**config.mk**
```make
export PLATFORM = sky130hd
export DESIGN_NAME = shift_sched
export DESIGN_NICKNAME = d
export VERILOG_FILES = /design/src/rtl/shift_sched.sv
export SDC_FILE = /design/constraint.sdc
export NUM_CORES = 1
export LEC_CHECK = 0
export ABC_AREA = 1
export BUFFER_PORTS_ARGS = -buffer_cell sky130_fd_sc_hd__buf_2
export CORE_ASPECT_RATIO = 0.7
export CORE_MARGIN = 1
export CORE_UTILIZATION = 45
export DETAILED_ROUTE_END_ITERATION = 6
export HOLD_SLACK_MARGIN = 0.06
export PLACE_DENSITY = 0.85
export REMOVE_ABC_BUFFERS = 1
export SYNTH_ARGS = -nofsm -noshare
export SYNTH_HDL_FRONTEND = slang
export SYNTH_SLANG_ARGS = --single-unit
```
**constraint.sdc**
```tcl
create_clock -name clk -period 1.39 [get_ports clk]
set_input_delay 0.3475 -clock clk [delete_from_list [all_inputs] [get_ports clk]]
set_output_delay 0.3475 -clock clk [all_outputs]
set_load 0.02 [all_outputs]
```
**src/rtl/shift_sched.sv**
```systemverilog
// Round-robin arbiter and sequencer for a shared WIDTH-bit load/shift datapath.
// One granted requester gets a one-cycle load followed by exactly WIDTH shift cycles.
module shift_sched #(
    parameter int unsigned WIDTH = 4,
    parameter int unsigned NREQ  = 2
) (
    input  logic                         clk,
    input  logic                         rst,
    input  logic [NREQ-1:0]              req,
    input  logic [NREQ*WIDTH-1:0]        req_data,
    input  logic                         abort,
    output logic [NREQ-1:0]              gnt,
    output logic                         busy,
    output logic                         sh_load,
    output logic                         sh_en,
    output logic [WIDTH-1:0]             sh_data,
    output logic [NREQ-1:0]              done,
    output logic [$clog2(WIDTH+1)-1:0]   shift_cnt
);

    localparam int unsigned CW = $clog2(WIDTH + 1);
    localparam int unsigned IW = (NREQ > 1) ? $clog2(NREQ) : 1;

    typedef enum logic [1:0] {IDLE, LOAD, SHIFT, DONE} state_t;

    state_t          state;
    logic [IW-1:0]   last;
    logic [IW-1:0]   pick_idx;
    logic [IW-1:0]   idx_hi;
    logic [IW-1:0]   idx_lo;
    logic            found_hi;
    logic            found_lo;
    logic [WIDTH-1:0] sel_data;

    // Rotating priority: first requester above last wins, otherwise wrap to the lowest one.
    always_comb begin
        found_hi = 1'b0;
        found_lo = 1'b0;
        idx_hi   = '0;
        idx_lo   = '0;
        for (int unsigned i = 0; i < NREQ; i++) begin
            if (!found_hi && (IW'(i) > last) && req[i]) begin
                found_hi = 1'b1;
                idx_hi   = IW'(i);
            end
            if (!found_lo && (IW'(i) <= last) && req[i]) begin
                found_lo = 1'b1;
                idx_lo   = IW'(i);
            end
        end
        pick_idx = found_hi ? idx_hi : idx_lo;
    end

    always_comb begin
        sel_data = '0;
        for (int unsigned i = 0; i < NREQ; i++) begin
            if (IW'(i) == pick_idx) sel_data = req_data[i*WIDTH +: WIDTH];
        end
    end

    always_ff @(posedge clk or negedge rst) begin
        if (!rst) begin
            state     <= IDLE;
            gnt       <= '0;
            busy      <= 1'b0;
            sh_load   <= 1'b0;
            sh_en     <= 1'b0;
            sh_data   <= '0;
            done      <= '0;
            shift_cnt <= '0;
            last      <= IW'(NREQ - 1);
        end else begin
            done <= '0;
            unique case (state)
                IDLE: begin
                    if (req != '0) begin
                        sh_data <= sel_data;
                        gnt     <= NREQ'(1) << pick_idx;
                        last    <= pick_idx;
                        busy    <= 1'b1;
                        sh_load <= 1'b1;
                        state   <= LOAD;
                    end
                end
                LOAD: begin
                    sh_load <= 1'b0;
                    if (abort) begin
                        state     <= IDLE;
                        gnt       <= '0;
                        busy      <= 1'b0;
                        shift_cnt <= '0;
                    end else begin
                        state     <= SHIFT;
                        sh_en     <= 1'b1;
                        shift_cnt <= CW'(WIDTH);
                    end
                end
                SHIFT: begin
                    if (abort) begin
                        state     <= IDLE;
                        gnt       <= '0;
                        busy      <= 1'b0;
                        sh_en     <= 1'b0;
                        shift_cnt <= '0;
                    end else if (shift_cnt == CW'(1)) begin
                        state      <= DONE;
                        gnt        <= '0;
                        busy       <= 1'b0;
                        sh_en      <= 1'b0;
                        shift_cnt  <= '0;
                        done[last] <= 1'b1;
                    end else begin
                        shift_cnt <= shift_cnt - CW'(1);
                    end
                end
                DONE: begin
                    state <= IDLE;
                end
                default: begin
                    state <= IDLE;
                end
            endcase
        end
    end

endmodule

```
* Word level (Yosys, flattened, before mapping)
Index checks and enable logic that the tools add are counted.
** Storage, ports and cells
- Output and inout bits :: 14
- Word-level logic and storage cells :: 78
- Register bits :: 17
- Input port bits :: 13
** Cells by class
- Shift operators :: 1
- Equality and inequality tests :: 8
- Reductions and logical operators :: 19
- Add/sub/neg operators :: 1
- Order comparisons :: 6
- Muxes and demuxes :: 34
** Operator list (count)
- 2-bit two-way mux :: 11
- 1-bit two-way mux :: 12
- 3-bit two-way mux :: 3
- 2-bit one-hot mux with 4 select lines :: 1
- 1-bit logical AND :: 7
- 2-bit inequality test (second input constant) :: 3
- 2-bit one-hot mux with 3 select lines :: 1
- 3-bit one-hot mux with 2 select lines :: 1
- 2-bit AND reduction :: 3
- 2-bit nonzero test :: 3
- 2-bit == test (second input constant) :: 2
- 4-bit two-way mux :: 1
- 1-bit one-hot mux with 2 select lines :: 2
- 4-bit AND reduction :: 1
- 3-bit by 1-bit == test with 1-bit output (second input constant) :: 1
- 3-bit inequality test (second input constant) :: 1
- 1-bit one-hot mux with 3 select lines :: 1
- 3-bit AND reduction :: 1
- 3-bit nonzero test :: 1
- 3-bit by 1-bit subtractor with 3-bit output (second input constant) :: 1
- 2-bit by 1-bit == test with 1-bit output (second input constant) :: 1
- 1-bit > comparator (first input constant) :: 2
- 1-bit less-or-equal comparator (first input constant) :: 2
- 1-bit zero test :: 2
- other kinds (5) :: 5

* Logic depth before layout (Yosys ltp)
- Depth in word-level cells :: 11
- Depth in mapped cells :: 8
- Depth with buffers taken out :: 8

* Worst setup path after synthesis
Ideal clock, no wire load.
- Path type :: register to register
- Start :: register state[0]
- End :: register gnt[0]
- Data required time :: 1273 ps
- Cell stages (with the launch flop) :: 9
- Data arrival time :: 1187 ps
- Buffers on the path :: 1
- Setup slack :: 86 ps
- Path through :: dfrtp_1 > inv_1 > ha_1 > buf_2 > nor2_1 > nor2_2 > nand3_2 > nand2_1 > nand2_1
** Between the ends
- Cells in the longest elaborated chain, start to end :: 3
** RTL lines
- start: declaration :: line 26 : state_t state;
- start signal: assignment :: line 63 : state <= IDLE;
- start signal: assignment :: line 82 : state <= LOAD;
- start signal: assignment :: line 88 : state <= IDLE;
- 2-bit == test, or another cell as far along :: line 74 : unique case (state)
- 3-bit inequality test (no source line), or another cell as far along
- 4-bit AND reduction (no source line)
- end signal: assignment :: line 78 : gnt <= NREQ'(1) << pick_idx;
- end: declaration :: line 12 : output logic [NREQ-1:0] gnt,
Parallel ways exist; a longest one is shown, timed or not.
A chain may end at the register's enable or synchronous reset.

* Worst setup path after layout
- Start :: register state[0]
- End :: register gnt[1]
Same word-level chain as after synthesis.

==> results.yml <==
sta:
  finClkSkew_ns: 0.00109
  max_freq_ghz: 0.752
  worst_pin_slew_ns: 0.367
  fin_crit_ns: 1.33
  setup_viol: 0
  finalHoldViolCount: 0
  hold_ws_ns: 0.306
  drv_slew: 0
  period_share: 0.956
  slew_headroom: 0.755
logic_synthesis:
  synth_common_cells: "nand2_1, inv_1, dfrtp_1"
  synthDistinctLibCells: 23
  syn_avg_cell_area_um2: 8.15
  synth_most_common_cell: "nand2_1"
  synth-edff-count: 0
  synth_compound_area_frac: 0.113
  async_reset_ff_frac: 1.00
  synth_mux_area_frac: 0
  synthSimpleGateAreaFrac: 0.268
  yosys.area_share.xor_xnor: 0.00919
  synth_area_um2: 953
  synth_top_area_frac: 0.420
  synth_adder_area_share: 0.0787
  synthTopCellsByArea: "dfrtp_1, nand2_1, ha_1"
  ys_warn_count: 0
  synth_seq_cells: 17
  synth_top_family_by_area: "simple AND/OR/NAND/NOR gates"
  yosys.area.top_type: "dfrtp_1"
  ys_seq_area_frac: 0.448
  ys_dominant_reg_cell: "dfrtp_1"
  syn_inst: 117
grt:
  grt_overflow: 0
  grt_start_max_net_pins: 18
  grt_pass1_wl_um: 3080
  grt_util_all_layers: 0.188
  antenna_found_initial: 0
  grt_pass1_vias: 703
cells_and_area:
  n_fill_cell: 165
  design_area_um2: 1200
  drive_gt1_frac: 0.333
  fin_nets: 170
  insertedDiodeCount: 0
  area_growth_pct: 26.4
detailed_routing:
  drc: 4
  vias: 851
  viasPerCell: 4.95
  drt_iter0_markers: 28
  wire_per_inst_um: 12.3
  drtAntennaViolNets: 0
  first_pass_iters: 6
  wl_um: 2120
hold_path:
  min_to: "sh_data[3]$_DFFE_PN0P_"
  hold_path.class: "in2reg"
  hold_depth: 3
  hold_path_startpoint: "req_data[7]"
flow_run:
  maxCapViolCount: 0
power:
  p_leak_nw: 0.649
  p_per_area_nw_per_um2: 2340
  power.total_mw: 2.82
  max-vdd-ir-drop_v: 0.00138
cts:
  htree_levels: 1
  cts_buffer_depth: 2
  insertion_delay_ns: 0.28
  cts_inserted_buffers: 3
  clk_pin_slew_ns: 0.09
  cts_tree: "yes"
  cts-root-buf: "clkbuf_4"
  clock_sinks: 17
floorplanning:
  die_h_um: 40.5
  fp.dieArea_um2: 2310
  die_w_um: 57.0
  start_util: 0.497
  core_um2: 1920
  io_pins: 27
  core.rowCount: 13
placed_design:
  dpl.hpwl_um: 1660
  routabilityCongestion: 0.958
  portBuffers: 26
  place_area_um2: 1110
setup_path:
  r2r_slack_ns: 0.06
  arrival_ns: 1.51
  rr_endpoint: "gnt[1]$_DFFE_PN0P_"
  reg2reg_depth: 7
  crit_top_cell: "nand2_1"
  critPathMaxStageDelay_ns: 0.40
  crit_fanout: 6
  endpoint_kind: "register"
  required_ns: 1.57
  startpoint_type: "register"
  path_delay_family: "simple AND/OR/NAND/NOR gates"
  path_cells: "inv_2, ha_4, nor2_1, nor2_2, nand3_4, nand2_1, nand2_1"
  worstReg2RegStart: "state[0]$_DFFE_PN0P_"
  criticalPathCategory: "reg2reg"
  cpMaxStageDelayCell: "dfrtp_1"
  critPathBufInv: 1
outcome:
  status: "complete, but fails checks"
  violations: "design-rule violations"
-- metal layers --
metal / track usage / part of all wire / up-vias
met5: 0 / 0 / -
met4: 0.0488 / 0.0090 / 0
met3: 0.0742 / 0.052 / 2
met2: 0.309 / 0.49 / 31
met1: 0.235 / 0.45 / 386
li1: - / - / 432
-- area by class of cell --
class	instances	area, um2	share of cell area
Tap cell	22	27.5	0.0228
Clock buffer	4	26.3	0.0218
Inverter	20	75.1	0.0623
Multi-Input combinational cell	79	487	0.404
Sequential cell	17	427	0.354
Timing Repair Buffer	30	163	0.135
-- cell usage in the layout (no fill, tap or decap) --
cell type / n
nand2_1: 35
buf_2: 26
dfrtp_1: 16
inv_1: 15
nor2_1: 8
inv_2: 5
o21ai_0: 4
a21oi_1: 4
o211ai_1: 4
nand2_4: 3
o21ai_1: 3
ha_1: 3
clkbuf_4: 3
buf_4: 3
nand3_1: 2
ha_4: 2
nand2_2: 1
nor2_4: 1
nor3_1: 1
nand3_2: 1
o21ai_4: 1
o22ai_1: 1
nor2_2: 1
nand3_4: 1
nand4_1: 1
xor2_1: 1
ha_2: 1
clkbuf_1: 1
dlygate4sd3_1: 1
dfstp_2: 1
-- tightest hold or removal path, delay by kind of cell --
family / cells / cell delay, ns
compound gates: 1 / 0.08
buf+inv: 1 / 0.08
simple gates: 1 / 0.06
-- how the worst max path moves through the flow --
stage                         startpoint              endpoint  slack, ns  cells past startpoint
floorplan           state[0]$_DFFE_PN0P_    gnt[0]$_DFFE_PN0P_       0.11                      7
global placement    state[1]$_DFFE_PN0P_    gnt[1]$_DFFE_PN0P_       0.05                      7
detailed placement  state[0]$_DFFE_PN0P_    gnt[1]$_DFFE_PN0P_      0.001                      7
CTS                 state[0]$_DFFE_PN0P_  state[1]$_DFFE_PN0P_      0.008                      8
global route        state[0]$_DFFE_PN0P_      busy$_DFFE_PN0P_      -0.01                      7
finish              state[0]$_DFFE_PN0P_    gnt[1]$_DFFE_PN0P_       0.06                      7
-- state kept, by name, indices dropped and copies added, names as in the netlist --
signal and count:
busy 1, last 1, shift_cnt 3, sh_load 1
sh_data 4, sh_en 1, done 2, state 2
gnt 2
-- through the flow --
stage               setup WS (ns)  utilization  cells  setup TNS, ns
floorplan                   0.108            -    116              0
global placement           0.0494        0.580    165              0
detailed placement        0.00147        0.580    165              0
CTS                       0.00777        0.606    170              0
global route              -0.0110        0.628    172        -0.0252
finish                     0.0605        0.628    172              0
-- logic make-up (layout without fill, tap and decap cells) --
logic type               Yosys count  count (layout)
adder cells (fa/ha/maj)            6               6
buffers and inverters             21              54
XOR/XNOR                           1               1
AO/OA/AOI/OAI                     17              17
AND/OR/NAND/NOR                   55              55
flip-flops                        17              17
-- report_power, final --
| group | total (mW) | switching [mW] | internal, mW |
|---|---|---|---|
| Sequential | 0.849 | 0.136 | 0.712 |
| Combinational | 1.71 | 1.06 | 0.655 |
| Clock | 0.256 | 0.145 | 0.112 |
-- timing repair --
action                                 4_1_cts  5_1_grt
setup buffers                                0        2
hold buffers                                 1        0
cloned                                       0        0
endpoints found under the hold margin       16        0
setup endpoints to repair                    3        8
resized for setup                            3        7
pin swaps                                    1        3
Power figures use the tool's default switching activity.
